File: config.mk
export PLATFORM = sky130hd
export DESIGN_NAME = regfile_wb_queue
export DESIGN_NICKNAME = d
export VERILOG_FILES = /design/src/rtl/regfile_wb_queue.sv
export SDC_FILE = /design/constraint.sdc
export NUM_CORES = 1
export LEC_CHECK = 0
export CAP_MARGIN = 20
export CORE_MARGIN = 10
export CORE_UTILIZATION = 45
export CTS_CLUSTER_DIAMETER = 50
export DETAILED_ROUTE_END_ITERATION = 16
export PLACE_DENSITY = 0.77
export SLEW_MARGIN = 20
export SYNTH_ARGS = -nofsm -noshare
export SYNTH_HDL_FRONTEND = slang
export SYNTH_SLANG_ARGS = --single-unit
File: constraint.sdc
create_clock -name clk -period 3.77 [get_ports clk]
set_clock_uncertainty 0.15 [all_clocks]
set_input_delay 0.754 -clock clk [delete_from_list [all_inputs] [get_ports clk]]
set_output_delay 0.754 -clock clk [all_outputs]
set_load 0.03 [all_outputs]
File: src/rtl/regfile_wb_queue.sv
// Writeback queue driving the regfile write port, with optional read-port forwarding.
// Define WBQ_BYPASS_EN to forward pending results onto RdA/RdB; otherwise RdA/RdB pass DoA/DoB.
module regfile_wb_queue #(
    parameter int unsigned DEPTH = 4,
    parameter int unsigned AW    = 5,
    parameter int unsigned DW    = 32
) (
    input  logic                         clk,
    input  logic                         rst_n,
    input  logic                         in_valid,
    output logic                         in_ready,
    input  logic [AW-1:0]                in_addr,
    input  logic [DW-1:0]                in_data,
    output logic [AW-1:0]                AddrC,
    output logic [DW-1:0]                DinC,
    output logic                         wrback,
    input  logic [AW-1:0]                AddrA,
    input  logic [AW-1:0]                AddrB,
    input  logic [DW-1:0]                DoA,
    input  logic [DW-1:0]                DoB,
    output logic [DW-1:0]                RdA,
    output logic [DW-1:0]                RdB,
    output logic                         hitA,
    output logic                         hitB,
    output logic [$clog2(DEPTH+1)-1:0]   count,
    output logic                         idle
);

    localparam int unsigned PW = $clog2(DEPTH);
    localparam int unsigned CW = $clog2(DEPTH + 1);

    logic [AW-1:0] addrMem [DEPTH];
    logic [DW-1:0] dataMem [DEPTH];
    logic [PW-1:0] wrPtrQ, rdPtrQ;
    logic [CW-1:0] countQ;
    logic          doPush, doPop;

    // Ready looks only at the registered count, so a full queue refuses even on a pop edge.
    assign in_ready = (countQ != CW'(DEPTH));
    // Writes to r0 complete the handshake but are never queued.
    assign doPush   = in_valid && in_ready && (in_addr != '0);
    assign doPop    = (countQ != '0);

    always_ff @(posedge clk) begin
        if (!rst_n) begin
            wrPtrQ <= '0;
            rdPtrQ <= '0;
            countQ <= '0;
            wrback <= 1'b0;
            AddrC  <= '0;
            DinC   <= '0;
        end else begin
            if (doPush) begin
                wrPtrQ <= wrPtrQ + PW'(1);
            end
            if (doPop) begin
                rdPtrQ <= rdPtrQ + PW'(1);
                AddrC  <= addrMem[rdPtrQ];
                DinC   <= dataMem[rdPtrQ];
            end
            wrback <= doPop;
            countQ <= countQ + CW'(doPush) - CW'(doPop);
        end
    end

    always_ff @(posedge clk) begin
        if (doPush) begin
            addrMem[wrPtrQ] <= in_addr;
            dataMem[wrPtrQ] <= in_data;
        end
    end

    assign count = countQ;
    assign idle  = (countQ == '0) && !wrback;

`ifdef WBQ_BYPASS_EN
    // Oldest candidate first so younger matches overwrite: output stage, then FIFO head..tail.
    always_comb begin
        logic [PW-1:0] idx;
        idx  = '0;
        RdA  = DoA;
        RdB  = DoB;
        hitA = 1'b0;
        hitB = 1'b0;
        if (wrback && (AddrA != '0) && (AddrC == AddrA)) begin
            RdA  = DinC;
            hitA = 1'b1;
        end
        if (wrback && (AddrB != '0) && (AddrC == AddrB)) begin
            RdB  = DinC;
            hitB = 1'b1;
        end
        for (int unsigned i = 0; i < DEPTH; i++) begin
            idx = rdPtrQ + PW'(i);
            if (CW'(i) < countQ) begin
                if ((AddrA != '0) && (addrMem[idx] == AddrA)) begin
                    RdA  = dataMem[idx];
                    hitA = 1'b1;
                end
                if ((AddrB != '0) && (addrMem[idx] == AddrB)) begin
                    RdB  = dataMem[idx];
                    hitB = 1'b1;
                end
            end
        end
    end
`else
    logic unusedAddr;
    assign unusedAddr = ^{AddrA, AddrB};
    assign RdA  = DoA;
    assign RdB  = DoB;
    assign hitA = 1'b0;
    assign hitB = 1'b0;
`endif

endmodule

==> results of run 1 <==
[stage by stage]
| stage | setup WS, ns | cells | power [mW] |
|---|---|---|---|
| final | 0.545 | 642 | 6.89 |
| after global routing | 0.463 | 642 | 7.22 |
| after CTS | 0.552 | 642 | 6.99 |
| after detailed placement | 0.0966 | 610 | 5.05 |
| after global placement | 0.196 | 610 | 5.00 |
| after floorplan | 0.676 | 392 | 4.44 |
[synthesized netlist by cell type]
master,number
edfxtp_1,148
buf_4,69
dfxtp_1,45
a22o_1,37
mux4_2,37
and2_1,9
buf_2,6
ha_1,6
buf_6,5
inv_1,5
nand2_1,4
clkbuf_1,3
xnor2_1,3
mux2i_1,2
and3_1,1
conb_1,1
fa_1,1
inv_2,1
nand2b_1,1
nor2_1,1
nor2b_1,1
nor3_2,1
o211a_2,1
o31ai_1,1
or3b_1,1
or4_1,1
[sequential cells by signal, summed over array words and instances, names as in the netlist]
register,cells
wrback,1
wrPtrQ,2
rdPtrQ,2
dataMem,128
AddrC,5
count,3
DinC,32
addrMem,20
[area by class of cell]
class / count / share of cell area [%]
flip-flops and latches: 193 / 62.2
multi-input cells: 110 / 16.9
repair buffers: 85 / 9.82
clock buffers: 21 / 5.59
well taps: 216 / 3.15
clock inverters: 11 / 2.02
inverters: 6 / 0.262
[worst register-to-register path, cell delays in order (launching register included)]
cell	delay (ns)
dfxtp_1	0.43
or3b_1	0.41
o211a_2	0.16
inv_1	0.06
ha_1	0.22
inv_1	0.06
ha_1	0.14
inv_1	0.06
fa_1	0.37
xnor2_1	0.15
xnor2_1	0.13
and2_1	0.16
[worst max-delay path by stage]
stage                     from       end  slack (ns)
floorplan           in_addr[0]  count[2]        0.68
global placement    in_addr[0]  count[2]        0.20
detailed placement  in_addr[0]  count[2]         0.1
CTS                 in_addr[0]  count[2]        0.55
global route        in_addr[0]  count[2]        0.46
finish              in_addr[0]  count[2]        0.54
[cells by family (layout without fill, tap and decap cells)]
group,Yosys count,count (layout),synth area share (%)
AO/OA/AOI/OAI,39,39,4.60
buffers and inverters,89,123,8.60
adder cells (fa/ha/maj),7,7,1.28
XOR/XNOR,3,3,0.354
other,1,2,0.0505
flip-flops,193,193,72.0
multiplexers,39,39,11.5
AND/OR/NAND/NOR,20,20,1.62
[power groups by stage]
stage	registers (mW)	clock network (mW)	logic (mW)
2_1_floorplan	3.27	0	1.16
3_3_place_gp	3.03	0	1.97
3_5_place_dp	3.05	0	2.00
4_1_cts	3.01	1.97	2.01
5_1_grt	3.05	2.07	2.10
6_report	2.99	1.94	1.97
[routing by layer]
| layer | vias to the layer above | routed length, um | global-route usage, % |
|---|---|---|---|
| met2 | 130 | 8210 | 25.0 |
| met4 | 0 | 544 | 7.38 |
| li1 | 1510 | - | - |
| met3 | 43 | 1330 | 5.76 |
| met1 | 1661 | 5420 | 13.9 |
| met5 | - | 0 | 0.475 |
==> reports/results.ini, run 1 <==
[status]
status=finished clean

[floorplanning]
dieArea_mm2=0.0220
die_y_um=148
core_mm2=0.0160
rows=46
die_w_um=148
initial_core_util_pct=46.4
io-pin-count=223

[flow_run]
cap_violations=0

[detailed_routing]
vias=3344
drtIter0Drc=167
drc_errors=0
viasPerCell=5.21
dr.pass1.iters=4
drt-total-wl_um=15500
wl_per_cell_um=24.1
ant_nets=0

[clock_tree]
cts_root_buf=clkbuf_16
clock_sinks=193
cts-hold-fix-buffers=0
post_cts_resize_count=0
cts_tree=done
numCtsBuffers=17
path_clk_slew_ns=0.07
htreeDepth=4
clk_path_buf_depth=2
postCtsSetupBuffers=0
clkLatencyLatePin_ns=0.42

[placed_design]
io_buffer_count=82
dp_hpwl_um=10200
gp_congestion=0.732
placed_area_mm2=0.00794

[power_and_ir_drop]
p_int_mw=4.84
pwr-share-seq_pct=43.4
switching_power_mw=2.05
switching_share_pct=29.8
leakagePower_nw=2.87
power.share.clock_pct=28.1
power.density_mw_per_mm2=802
ir_drop_mv=0.536
pwr-share-comb_pct=28.5

[setup_path]
critical_path_depth=12
path_common_cell=inv_1
r2r_setup_slack_ns=1.18
worst_setup_path_start_kind=input port
critPathTopFamily=adder cells
cp_max_fo=5
crit_path_end_kind=register
r2r-end=count[2]
crit_type=in -> reg
path_buf_inv=4
rr_startpoint=count[2]
max_stage_delay_ns=0.55
cp.arrival_ns=3.39
ff2ff_path_depth=11
cp_cell_sequence=clkdlybuf4s50_1 > or4_1 > o211a_2 > inv_1 > ha_1 > inv_1 > ha_1 > inv_1 > fa_1 > xnor2_1 > xnor2_1 > and2_1
worst_path_max_delay_cell=or4_1
critPathRequiredTime_ns=3.94

[sta]
relSlewSlack_pct=29.0
rsz0062_at_grt=no
tightest_slew_ns=1.06
fmax_mhz=310
fin_crit_ns=3.23
final_max_slew_viol_count=0
fin_crit_sh_pct=85.6
hold_viol_final=0
whs_ns=0.332
fin_setup_tns_ns=0
setup_viol=0

[final_layout]
design_area_mm2=0.00859
nets=534
fillers=1260
utilization_pct=53.7
syn_to_final_growth_pct=15.7
final_common_cell=edfxtp_1
antenna_cells=0
multiInputGateArea_mm2=0.00145
layout.area.seq_mm2=0.00535
final_cell_mix=edfxtp_1 (148), clkdlybuf4s50_1 (82), dfxtp_1 (43)
drive_gt1_share_pct=19.5

[global_routing]
grt_pass1_wl_um=23100
antenna_found_initial=0
track_usage_pct=14.2
grt_remaining_overflow=0
grt_pass1_vias=3741
grt_max_degree=39

[synthesis]
ys_top_cells_by_area=edfxtp_1 (60%), dfxtp_1 (12%), mux4_2 (11%)
yosys_warnings=0
synth_top_area_cell=edfxtp_1
ys_seq_area_share_pct=72.0
syn_area_mm2=0.00742
ys_ff_latch=193
synth.avg_cell_area_um2=19.0
ys_types=26
postSynthCellCount=391
synth_top_area_share_pct=59.9

[min_path]
holdPathEnd=DinC[24]
holdPathStages=1
hold_class=reg -> reg
worstHoldStart=DinC[24]

Note: power is estimated with default switching activity, not from simulation.
==> run 2: changes to the inputs <==
Settings changed: RECOVER_POWER set to 25.
Clock period 3.77 ns to 3.4 ns, I/O delays scaled along.
==> reports/results.ini, run 2 (synthesis results as in run 1) <==
[status]
status=finished clean

[floorplanning]
io-pin-count=223  ; unchanged
dieArea_mm2=0.0220  ; unchanged
die_w_um=148  ; unchanged
die_y_um=148  ; unchanged
core_mm2=0.0160  ; unchanged
initial_core_util_pct=46.4  ; unchanged
rows=46  ; unchanged

[final_layout]
drive_gt1_share_pct=19.7  ; +0.19 points
largest_register=dataMem
syn_to_final_growth_pct=15.4
final_cell_mix=edfxtp_1 (148), clkdlybuf4s50_1 (53), dfxtp_1 (43)
nets=540  ; +1.1%
largest_register_ffs=128  ; unchanged
design_area_mm2=0.00857  ; -0.29%
fillers=1259  ; -0.079%
reg_top3=dataMem (128), DinC (32), addrMem (20)
final_common_cell=edfxtp_1
fin_cells=649  ; +1.1%

[clock_tree]
clock_sinks=193  ; unchanged
numCtsBuffers=17  ; unchanged
cts_tree=done
clk_path_buf_depth=2  ; unchanged
cts_root_buf=clkbuf_16
postCtsSetupBuffers=0  ; unchanged
htreeDepth=4  ; unchanged
path_clk_slew_ns=0.06  ; about the same
clkLatencyLatePin_ns=0.42  ; about the same
cts-hold-fix-buffers=0  ; unchanged
post_cts_resize_count=0  ; unchanged

[power_and_ir_drop]
switching_power_mw=2.26  ; +10%
pwr-share-seq_pct=44.9  ; +1.5 points
ir_drop_mv=0.640  ; +19%
p_int_mw=5.15  ; +6.4%
switching_share_pct=30.5  ; +0.69 points
pwr-share-comb_pct=29.8  ; +1.3 points
power.density_mw_per_mm2=865  ; +7.8%
power.share.clock_pct=25.2  ; -2.9 points
leakagePower_nw=2.87  ; about the same

[setup_path]
max_stage_delay_ns=0.52  ; -0.03 ns
worst_setup_path_start_kind=input port
worst_path_max_delay_cell=or4_1
path_common_cell=inv_1
critPathRequiredTime_ns=3.56  ; -0.38 ns
crit_type=in -> reg
crit_path_end_kind=register
cp.arrival_ns=3.21  ; -0.18 ns
cp_max_fo=2  ; -3
cp_cell_sequence=clkdlybuf4s50_1 > or4_1 > o211a_2 > inv_1 > ha_1 > inv_1 > ha_1 > inv_1 > fa_1 > xnor2_1 > xnor2_1 > and2_1

[sta]
tightest_slew_ns=1.04  ; -0.0222 ns
whs_ns=0.330  ; -0.00220 ns
relSlewSlack_pct=30.5  ; +1.5 points
rsz0062_at_grt=no
final_max_slew_viol_count=0  ; unchanged
setup_viol=0  ; unchanged
fin_ws_ns=0.348  ; -0.197 ns
hold_viol_final=0  ; unchanged
fin_setup_tns_ns=0  ; unchanged
fmax_mhz=328
fin_crit_sh_pct=89.8
fin_crit_ns=3.05

[global_routing]
use_met1_pct=14.9  ; +1.0 points
grt_max_degree=39  ; unchanged
grt_use_met2_pct=24.1  ; -0.92 points
grt_pass1_wl_um=23300  ; +0.54%
track_usage_pct=14.2  ; about the same
grt_remaining_overflow=0  ; unchanged
grt_pass1_vias=3761  ; +0.53%
antenna_found_initial=1  ; +1
met3_usage_pct=5.22  ; -0.55 points
busiest_layer=met2

[placed_design]
dp_cells=616  ; +0.98%
gp_congestion=0.728  ; -0.48%
dp_hpwl_um=10400  ; +2.0%
io_buffer_count=82  ; unchanged
dpl_worst_slack_ns=-0.0857  ; -0.182 ns
placed_area_mm2=0.00801  ; +0.88%

[detailed_routing]
wl_per_cell_um=23.9  ; -0.80%
ant_nets=0  ; unchanged
viasPerCell=5.15  ; -1.1%
vias=3344  ; unchanged
drt-total-wl_um=15500  ; +0.28%
drc_errors=0  ; unchanged
dr.pass1.iters=4  ; unchanged
drtIter0Drc=184  ; +10%

[min_path]
hold_class=reg -> reg

[flow_run]
cap_violations=0  ; unchanged

[run 2: cell count changes in the layout (fill, tap and decap cells not counted), moves of 2 or more]
cell,previous run,this run
and2_2,4,6
buf_4,3,7
bufinv_16,4,1
clkbuf_1,0,4
dlygate4sd3_1,0,29
and2_4,2,0
buf_12,0,2
clkinv_2,1,3
clkdlybuf4s50_1,82,53
[run 2: layout make-up]
type	instances	area, um2	share of cell area, %
flip-flops and latches	193	5350	62.4
multi-input cells	110	1450	16.9
repair buffers	91	913	10.7
clock buffers	24	482	5.62
well taps	216	270	3.15
clock inverters	8	77.6	0.906
inverters	6	22.5	0.263
diodes	1	2.50	0.0292
[run 2: per-stage QoR]
step	util, %	power [mW]
2_1_floorplan	-	4.92
3_3_place_gp	50.0	5.59
3_5_place_dp	50.0	5.65
4_1_cts	53.5	7.51
5_1_grt	53.5	7.78
6_report	53.5	7.41
[run 2: per-layer routing]
metal / vias up / routed length (um)
met5: - / 0
met4: 0 / 547
met3: 48 / 1290
met2: 123 / 8100
met1: 1661 / 5610
li1: 1512 / -
[run 2: worst paths after layout]
check                                 from       end  slack [ns]  cells past startpoint
worst min-delay path               DinC[0]   DinC[0]        0.33                      1
worst max register to register    count[2]  count[2]        0.83                     11
worst min register to register     DinC[0]   DinC[0]        0.33                      1
worst max-delay path            in_addr[0]  count[2]        0.35                     12
[run 2: critical path: cells and delay by family]
kind,cells,cell delay (ns)
XOR/XNOR,2,0.27
adder cells (fa/ha/maj),3,0.73
AND/OR/NAND/NOR,2,0.68
buffers and inverters,4,0.59
AO/OA/AOI/OAI,1,0.26
[run 2: power by group through the flow]
stage	clock, mW	sequential, mW	combinational, mW
floorplan	0	3.63	1.29
global placement	0	3.37	2.22
detailed placement	0	3.39	2.26
CTS	1.90	3.34	2.27
global route	2.01	3.39	2.37
finish	1.87	3.33	2.21
==> run 3: changes to the inputs <==
Settings changed: SETUP_SLACK_MARGIN set to 0.4, TNS_END_PERCENT set to 10.
==> reports/results.ini, run 3 (synthesis results as in run 1) <==
[status]
status=finished clean

[detailed_routing]
vias=3516  ; +5.1%
ant_nets=0  ; unchanged
wl_per_cell_um=23.2  ; -3.1%
dr.pass1.iters=4  ; unchanged
drt-total-wl_um=15200  ; -2.1%
drc_errors=0  ; unchanged
drtIter0Drc=307  ; +67%
viasPerCell=5.36  ; +4.0%

[clock_tree]
cts_tree=done
numCtsBuffers=17  ; unchanged
clkLatencyLatePin_ns=0.42  ; about the same
clock_sinks=193  ; unchanged
path_clk_slew_ns=0.07  ; about the same
cts_root_buf=clkbuf_16
clk_path_buf_depth=2  ; unchanged
htreeDepth=4  ; unchanged

[sta]
setup_viol=0  ; unchanged
rsz0062_at_grt=no
hold_viol_final=0  ; unchanged
final_max_slew_viol_count=0  ; unchanged
relSlewSlack_pct=29.7  ; -0.79 points
fin_crit_ns=2.85  ; -0.200 ns
fin_ws_ns=0.547  ; +0.200 ns
fin_crit_sh_pct=83.9  ; -5.9 points
fmax_mhz=351  ; +7.0%
whs_ns=0.333  ; +0.00315 ns
tightest_slew_ns=1.05  ; +0.0118 ns

[flow_run]
cap_violations=0  ; unchanged

[placed_design]
io_buffer_count=82  ; unchanged
dp_cells=623  ; +1.1%
dpl_worst_slack_ns=-0.0472  ; +0.0385 ns
gp_congestion=0.724  ; -0.52%
dp_hpwl_um=10200  ; -1.9%
placed_area_mm2=0.00808  ; +0.98%

[min_path]
holdPathStages=1  ; unchanged
hold_class=reg -> reg

[setup_path]
critical_path_depth=12  ; unchanged
crit_type=in -> reg
worst_setup_path_start_kind=input port
cp_cell_sequence=dlygate4sd2_1 > or4_4 > o211a_4 > inv_2 > ha_1 > inv_1 > ha_1 > inv_1 > fa_2 > xnor2_2 > xnor2_1 > and2_1
cp_max_fo=2  ; unchanged
critPathRequiredTime_ns=3.57  ; about the same
critPathTopFamily=adder cells
cp.arrival_ns=3.02  ; -0.19 ns
worst_path_max_delay_cell=or4_4
ff2ff_path_depth=11  ; unchanged
max_stage_delay_ns=0.53  ; about the same
path_buf_inv=4  ; unchanged
crit_path_end_kind=register

[final_layout]
design_area_mm2=0.00869  ; +1.4%
reg_top3=dataMem (128), DinC (32), addrMem (20)
largest_register=dataMem
fin_cells=656  ; +1.1%
final_common_cell=edfxtp_1
final_cell_mix=edfxtp_1 (148), clkdlybuf4s50_1 (52), dfxtp_1 (43)
nets=547  ; +1.3%
largest_register_ffs=128  ; unchanged
drive_gt1_share_pct=21.0  ; +1.3 points
syn_to_final_growth_pct=17.1
utilization_pct=54.3  ; +0.77 points

[global_routing]
grt_max_degree=39  ; unchanged
track_usage_pct=14.0  ; -0.22 points
grt_remaining_overflow=0  ; unchanged
antenna_found_initial=1  ; unchanged
grt_pass1_wl_um=23000  ; -1.3%
grt_pass1_vias=3848  ; +2.3%

[power_and_ir_drop]
switching_share_pct=30.5  ; +0.050 points
pwr-share-seq_pct=43.3  ; -1.6 points
pwr-share-comb_pct=29.8  ; about the same
p_int_mw=5.30  ; +2.9%
power.density_mw_per_mm2=879  ; +1.6%
switching_power_mw=2.33  ; +3.2%
ir_drop_mv=0.553  ; -14%
power.share.clock_pct=26.9  ; +1.7 points
leakagePower_nw=2.92  ; +1.9%

[floorplanning]
dieArea_mm2=0.0220  ; unchanged
core_mm2=0.0160  ; unchanged
rows=46  ; unchanged
die_w_um=148  ; unchanged
initial_core_util_pct=46.4  ; unchanged
io-pin-count=223  ; unchanged
die_y_um=148  ; unchanged

==> run 3: path summary, 6_finish.rpt <==
path | start | endpoint | slack, ns
setup reg to reg | count[2] | count[2] | 0.77
hold reg to reg | DinC[8] | DinC[8] | 0.33
hold / removal | DinC[8] | DinC[8] | 0.33
setup / recovery | in_addr[0] | count[2] | 0.55
==> run 3: metal layers <==
metal  wire (um)  up-vias  GRT usage, %  share of wire, %
li1            -     1522             -                 -
met5           0        -             0                 0
met1        5470     1782          15.2                36
met3        1320       60          4.76               8.7
met2        7670      152          22.8                50
met4         751        0          9.27               4.9
==> run 3: worst reg2reg max path: cells and delay by family, from the launching register on <==
kind,cells,cell delay [ns]
fa+ha+maj,3,0.72
xor+xnor,2,0.27
buf+inv,3,0.16
compound gates,1,0.17
flops,1,0.47
simple gates,2,0.58
==> run 3: stage by stage <==
stage	power, mW	setup TNS [ns]
CTS	7.72	0
floorplan	4.92	0
global placement	5.61	0
global route	7.99	0
detailed placement	5.67	-0.0472
finish	7.63	0
==> run 3: timing repair <==
item | CTS | global route
hold buffers | 0 | 0
endpoints found under the setup margin | 1 | 1
gates resized for setup | 1 | 5
pin swaps | 0 | 2
setup buffers | 0 | 0
==> run 3: power by group through the flow <==
stage               clock network (mW)  registers (mW)  logic, mW
CTS                               2.09            3.32       2.31
finish                            2.05            3.31       2.27
detailed placement                   0            3.37       2.30
global route                      2.19            3.37       2.43
global placement                     0            3.34       2.26
floorplan                            0            3.63       1.29
==> run 3: layout make-up <==
cell class / count / area (um2)
Fill cell: 1280 / 7310
Sequential cell: 193 / 5350
Multi-Input combinational cell: 110 / 1470
Timing Repair Buffer: 98 / 962
Clock buffer: 21 / 460
Tap cell: 216 / 270
Clock inverter: 11 / 151
Inverter: 6 / 22.5
Antenna cell: 1 / 2.50
